File: src/rtl/output_display_driver_if.sv
// Bus-side signal bundle for the output register / display driver.
// The master drives the bus and load strobe; the slave is the display driver.
interface output_display_driver_if;
    logic [7:0] bus;
    logic       load;
    logic       signed_mode;
    logic [7:0] value;
    logic       busy;
    logic [3:0] digit_en;
    logic [6:0] seg;

    modport master (
        output bus, load, signed_mode,
        input  value, busy, digit_en, seg
    );

    modport slave (
        input  bus, load, signed_mode,
        output value, busy, digit_en, seg
    );
endinterface

File: src/rtl/output_display_driver.sv
// Output register of the 8-bit computer: captures the bus on load, converts it to
// decimal with a serial double-dabble, and scans a 4-digit 7-segment display.
module output_display_driver #(
    parameter int unsigned SCAN_DIV = 1000
) (
    input  logic                   clk,
    input  logic                   rst_n,
    output_display_driver_if.slave dif
);
    localparam int unsigned CW = (SCAN_DIV > 2) ? $clog2(SCAN_DIV) : 1;

    typedef enum logic {S_IDLE, S_CONVERT} state_e;

    localparam logic [6:0] SEG_BLANK = 7'h00;
    localparam logic [6:0] SEG_MINUS = 7'h40;

    state_e         state_q, state_d;
    logic [7:0]     value_q, value_d;
    logic           neg_q, neg_d;
    logic [7:0]     shift_q, shift_d;
    logic [11:0]    bcd_q, bcd_d;
    logic [2:0]     iter_q, iter_d;
    logic [6:0]     disp_q [4];
    logic [6:0]     disp_d [4];
    logic [CW-1:0]  scan_cnt_q, scan_cnt_d;
    logic [1:0]     scan_idx_q, scan_idx_d;

    logic [11:0]    bcd_adj;
    logic [11:0]    bcd_step;
    logic [7:0]     shift_step;

    function automatic logic [6:0] seg_code(input logic [3:0] d);
        case (d)
            4'd0:    seg_code = 7'h3F;
            4'd1:    seg_code = 7'h06;
            4'd2:    seg_code = 7'h5B;
            4'd3:    seg_code = 7'h4F;
            4'd4:    seg_code = 7'h66;
            4'd5:    seg_code = 7'h6D;
            4'd6:    seg_code = 7'h7D;
            4'd7:    seg_code = 7'h07;
            4'd8:    seg_code = 7'h7F;
            4'd9:    seg_code = 7'h6F;
            default: seg_code = SEG_BLANK;
        endcase
    endfunction

    always_comb begin
        // NOTE: every signal written here gets a default first, so no path leaves it unassigned and no latch is inferred.
        state_d    = state_q;
        value_d    = value_q;
        neg_d      = neg_q;
        shift_d    = shift_q;
        bcd_d      = bcd_q;
        iter_d     = iter_q;
        disp_d     = disp_q;
        scan_cnt_d = scan_cnt_q;
        scan_idx_d = scan_idx_q;

        // One double-dabble step: correct BCD nibbles >= 5, then shift the magnitude in.
        bcd_adj = bcd_q;
        for (int n = 0; n < 3; n++) begin
            if (bcd_q[n*4 +: 4] >= 4'd5) bcd_adj[n*4 +: 4] = bcd_q[n*4 +: 4] + 4'd3;
        end
        {bcd_step, shift_step} = {bcd_adj, shift_q} << 1;

        if (state_q == S_CONVERT) begin
            shift_d = shift_step;
            bcd_d   = bcd_step;
            iter_d  = iter_q + 3'd1;
            if (iter_q == 3'd7) begin
                state_d   = S_IDLE;
                disp_d[3] = neg_q ? SEG_MINUS : SEG_BLANK;
                disp_d[2] = (bcd_step[11:8] == 4'd0) ? SEG_BLANK : seg_code(bcd_step[11:8]);
                disp_d[1] = (bcd_step[11:4] == 8'd0) ? SEG_BLANK : seg_code(bcd_step[7:4]);
                disp_d[0] = seg_code(bcd_step[3:0]);
            end
        end

        // A load always (re)starts a conversion, even mid-conversion.
        if (dif.load) begin
            state_d = S_CONVERT;
            value_d = dif.bus;
            neg_d   = dif.signed_mode & dif.bus[7];
            shift_d = (dif.signed_mode & dif.bus[7]) ? 8'(~dif.bus + 8'd1) : dif.bus;
            bcd_d   = '0;
            iter_d  = '0;
        end

        if (scan_cnt_q == CW'(SCAN_DIV - 1)) begin
            scan_cnt_d = '0;
            scan_idx_d = scan_idx_q + 2'd1;
        end else begin
            scan_cnt_d = scan_cnt_q + CW'(1);
        end
    end

    always_ff @(posedge clk or negedge rst_n) begin
        if (!rst_n) begin
            state_q    <= S_IDLE;
            value_q    <= '0;
            neg_q      <= 1'b0;
            shift_q    <= '0;
            bcd_q      <= '0;
            iter_q     <= '0;
            scan_cnt_q <= '0;
            scan_idx_q <= '0;
            // NOTE: the four display registers are ordinary flops that must show "0" out of reset, so they are reset explicitly.
            disp_q[3]  <= SEG_BLANK;
            disp_q[2]  <= SEG_BLANK;
            disp_q[1]  <= SEG_BLANK;
            disp_q[0]  <= 7'h3F;
        end else begin
            // NOTE: non-blocking assignments so every flop samples pre-edge values.
            state_q    <= state_d;
            value_q    <= value_d;
            neg_q      <= neg_d;
            shift_q    <= shift_d;
            bcd_q      <= bcd_d;
            iter_q     <= iter_d;
            scan_cnt_q <= scan_cnt_d;
            scan_idx_q <= scan_idx_d;
            disp_q     <= disp_d;
        end
    end

    assign dif.value    = value_q;
    assign dif.busy     = (state_q == S_CONVERT);
    assign dif.digit_en = 4'b0001 << scan_idx_q;
    assign dif.seg      = disp_q[scan_idx_q];
endmodule
File: src/flat_wrapper.sv
// flat-port wrapper written by rule: the top's interface ports become plain ports
module output_display_driver_flat 
#(
    parameter int unsigned SCAN_DIV = 1000
)
  (clk, rst_n, dif_bus, dif_load, dif_signed_mode, dif_value, dif_busy, dif_digit_en, dif_seg);
  output_display_driver_if dif_i ();
  input  logic clk;
  input  logic rst_n;
  input wire logic [$bits(dif_i.bus)-1:0] dif_bus;
  input wire logic [$bits(dif_i.load)-1:0] dif_load;
  input wire logic [$bits(dif_i.signed_mode)-1:0] dif_signed_mode;
  output wire logic [$bits(dif_i.value)-1:0] dif_value;
  output wire logic [$bits(dif_i.busy)-1:0] dif_busy;
  output wire logic [$bits(dif_i.digit_en)-1:0] dif_digit_en;
  output wire logic [$bits(dif_i.seg)-1:0] dif_seg;
  assign dif_i.bus = dif_bus;
  assign dif_i.load = dif_load;
  assign dif_i.signed_mode = dif_signed_mode;
  assign dif_value = dif_i.value;
  assign dif_busy = dif_i.busy;
  assign dif_digit_en = dif_i.digit_en;
  assign dif_seg = dif_i.seg;
  output_display_driver #(.SCAN_DIV(SCAN_DIV)) u_core (.clk(clk), .rst_n(rst_n), .dif(dif_i));
endmodule
File: config.mk
export PLATFORM = sky130hd
export DESIGN_NAME = output_display_driver_flat
export DESIGN_NICKNAME = d
export VERILOG_FILES = /design/src/rtl/output_display_driver_if.sv /design/src/rtl/output_display_driver.sv /design/src/flat_wrapper.sv
export SDC_FILE = /design/constraint.sdc
export NUM_CORES = 1
export LEC_CHECK = 0
export CAP_MARGIN = 10
export CORE_MARGIN = 1.5
export CORE_UTILIZATION = 30
export DETAILED_ROUTE_END_ITERATION = 10
export SYNTH_ARGS = -nofsm -noshare
export SYNTH_HDL_FRONTEND = slang
export SYNTH_SLANG_ARGS = --single-unit
export TNS_END_PERCENT = 5
File: constraint.sdc
create_clock -name clk -period 2.3 [get_ports clk]
set_clock_uncertainty 0.15 [all_clocks]
set_input_delay 0.345 -clock clk [delete_from_list [all_inputs] [get_ports clk]]
set_output_delay 0.345 -clock clk [all_outputs]
set_load 0.03 [all_outputs]
==> flow_metrics.tcl <==
set metrics [dict create \
    layout.cells.non_filler 623 \
    syn_inst 392 \
    combPwrFrac_pct 21.9 \
    die_w_um 117 \
    fin_crit_ns 2.25 \
    max_cap_viol_count 0 \
    p_clk_share_pct 36.4 \
    grt_antenna_before_repair 0 \
    finalHoldWorstSlack_ns 0.317 \
    critPathMaxStageDelay_ns 0.40 \
    cp-start-kind "flop" \
    grt_max_degree 68 \
    hold_start "u_core.scan_cnt_q[0]" \
    rows 41 \
    vias 2905 \
    htreeDepth 3 \
    worstReg2RegStart "u_core.bcd_q[0]" \
    intPower_mw 2.47 \
    final_hold_viol_count 0 \
    tightestPinTransition_ns 0.646 \
    worst-setup-path-type "reg2reg" \
    leakage_nw 2.24 \
    drt-wirelength-per-cell_um 12.9 \
    cts_buffer_depth 2 \
    die_h_um 117 \
    ys_ff_latch 67 \
    drt_iter0_drc 99 \
    path_clk_slew_ns 0.05 \
    path_cells "inv_1 -> ha_2 -> nand2b_4 -> nor2b_1 -> mux2i_2 -> ha_2 -> and3_4 -> a31o_4 -> a21oi_1" \
    period_share_pct 97.8 \
    syn-num-nets 431 \
    cts_tree "done" \
    layout_commonest_cell "dfrtp_1" \
    holdCritPathClass "reg2reg" \
    switching_share_pct 28.8 \
    area_delta_synth_final_pct 26.6 \
    mostFrequentLayoutCells "61 x dfrtp_1, 40 x nand2_1, 36 x nor2_1" \
    syn_area_sq_um 3870 \
    crit_top_cell "ha_2" \
    die_area_sq_um 13600 \
    required_ns 2.34 \
    crit_fanout 6 \
    power_frac_seq_pct 41.7 \
    drc 0 \
    clock_latency_ns 0.33 \
    grt_overflow 0 \
    ir_worst_vdd_uv 414 \
    drv_slew 0 \
    core_area_sq_um 12600 \
    status "finished, final reports clean" \
    cts_root_buffer "clkbuf_16" \
    portBuffers 31 \
    synth_cell_type_count 52 \
    start_util_pct 30.6 \
    cts.sinks 67 \
    ys_warn_count 0 \
    grt_pass1_vias 2764 \
    place_congestion 0.807 \
    grt_usage_pct 12.7 \
    cts_buffers 9 \
    cp-end-kind "flop" \
    ys_seq_area_share_pct 43.5 \
    viasPerCell 4.66 \
    relSlewSlack_pct 56.4 \
    cp_top_family "adder cells" \
    rsz0062_at_grt "yes" \
    num-nets-final 485 \
    powerDensity_nw_per_um2 709 \
    grt_pass1_wl_um 13300 \
    io_pins 32 \
    setup_viol 0 \
    startpoint "u_core.bcd_q[0]" \
    crit_slowest_cell "dfrtp_1" \
    path_buf_inv 1 \
    diodes 0 \
    avgSynthCellArea_sq_um 9.87 \
    arrival_ns 2.29 \
    power_switching_mw 0.997 \
    drt-pass1-iter-count 4 \
    routed_wl_um 8060 \
    postLayoutCoreUtil_pct 38.8 \
    fmax_mhz 445 \
    drive_gt1_share_pct 21.1 \
    drt.antenna.violating_nets 0 \
    dp.cells 602 \
    hpwl_um 5650 \
]
==> power by group through the flow <==
stage	logic (mW)	registers (mW)	clock network, mW
3_5_place_dp	0.731	1.47	0
5_1_grt	0.838	1.46	1.35
6_report	0.759	1.45	1.26
4_1_cts	0.737	1.45	1.30
2_1_floorplan	0.465	1.45	0
3_3_place_gp	0.716	1.46	0
==> cells in the mapped netlist (all sizes together) <==
cell	number	area (sq um)
nand4	1	6.26
a21o	2	15.0
ha	27	338
o22ai	8	50.1
nand3b	2	15.0
nor2	38	145
o41ai	2	17.5
clkbuf	8	30.0
inv	23	86.3
dfrtp	61	1530
a31o	1	8.76
a211oi	9	67.6
o31a	1	8.76
mux2	9	105
and2	6	37.5
nor3b	6	45.0
and3	3	18.8
a31oi	2	12.5
mux2i	23	230
a311oi	1	8.76
a21oi	22	125
o221ai	1	8.76
nand3	5	30.0
nor4b	1	23.8
buf	5	27.5
o21a	3	22.5
mux4	1	22.5
a221o	1	10.0
xnor2	10	95.1
nand4b	1	8.76
nor3	4	20.0
o31ai	5	52.6
o21ai	31	159
xor2	8	70.1
nand2b	8	50.1
nor4	1	6.26
nand2	40	150
nor2b	5	46.3
o311ai	1	8.76
dfstp	6	158
==> per-layer routing <==
metal	track usage [%]	routed length (um)	vias to the layer above
met3	3.84	326	10
li1	-	-	1482
met1	17.2	4090	1363
met4	4.82	138	0
met2	19.1	3500	50
met5	0	0	-
==> state kept, by name, summed over array words and instances, names as in the netlist <==
name               count
u_core.bcd_q          12
u_core.neg_q           1
u_core.dif.busy        1
u_core.iter_q          3
u_core.disp_q         22
u_core.dif.value       8
u_core.scan_idx_q      2
u_core.scan_cnt_q     10
u_core.shift_q         8
==> area by class of cell <==
cell class                      count  area, sq um
Clock buffer                       14          264
Sequential cell                    67         1680
Multi-Input combinational cell    289         2150
Timing Repair Buffer               56          489
Clock inverter                      2         10.0
Fill cell                        1271         7720
Tap cell                          172          215
Inverter                           23         86.3
==> stage by stage <==
| step | instance area [sq um] | TNS (ns) | power, mW | setup WS (ns) |
|---|---|---|---|---|
| floorplan | 3890 | 0 | 1.92 | 0.00756 |
| CTS | 4790 | 0 | 3.49 | 0.00991 |
| finish | 4890 | 0 | 3.47 | 0.0513 |
| global route | 4890 | -0.338 | 3.65 | -0.0834 |
| detailed placement | 4500 | -0.00671 | 2.20 | -0.00671 |
| global placement | 4500 | 0 | 2.18 | 0.0705 |
==> what timing repair did <==
action                                 4_1_cts  5_1_grt
gates resized for setup                      6       18
gates cloned                                 0        0
setup buffers                                0        4
endpoints found under the hold margin       61        0
pin swaps                                    1        8
setup endpoints to repair                    6       20
hold buffers                                 1        0
==> path summary, 6_finish.rpt <==
path                                   endpoint  slack, ns  cells after the start
setup / recovery              u_core.disp_q[17]       0.05                      9
hold / removal             u_core.scan_cnt_q[0]       0.32                      1
setup reg to reg              u_core.disp_q[17]       0.05                      9
hold reg to reg            u_core.scan_cnt_q[0]       0.32                      1
max in group asynchronous     u_core.disp_q[25]       1.25                      3
min in group asynchronous   u_core.dif.value[0]       0.40                      3
==> logic make-up after synthesis <==
kind of cell	count (synthesis)	share of synthesized area, %
XOR/XNOR	18	4.27
adder cells (fa/ha/maj)	27	8.73
flip-flops	67	43.5
AO/OA/AOI/OAI	90	14.9
AND/OR/NAND/NOR	121	15.6
buffers and inverters	36	3.72
multiplexers	33	9.25
Power figures use the tool's default switching activity.
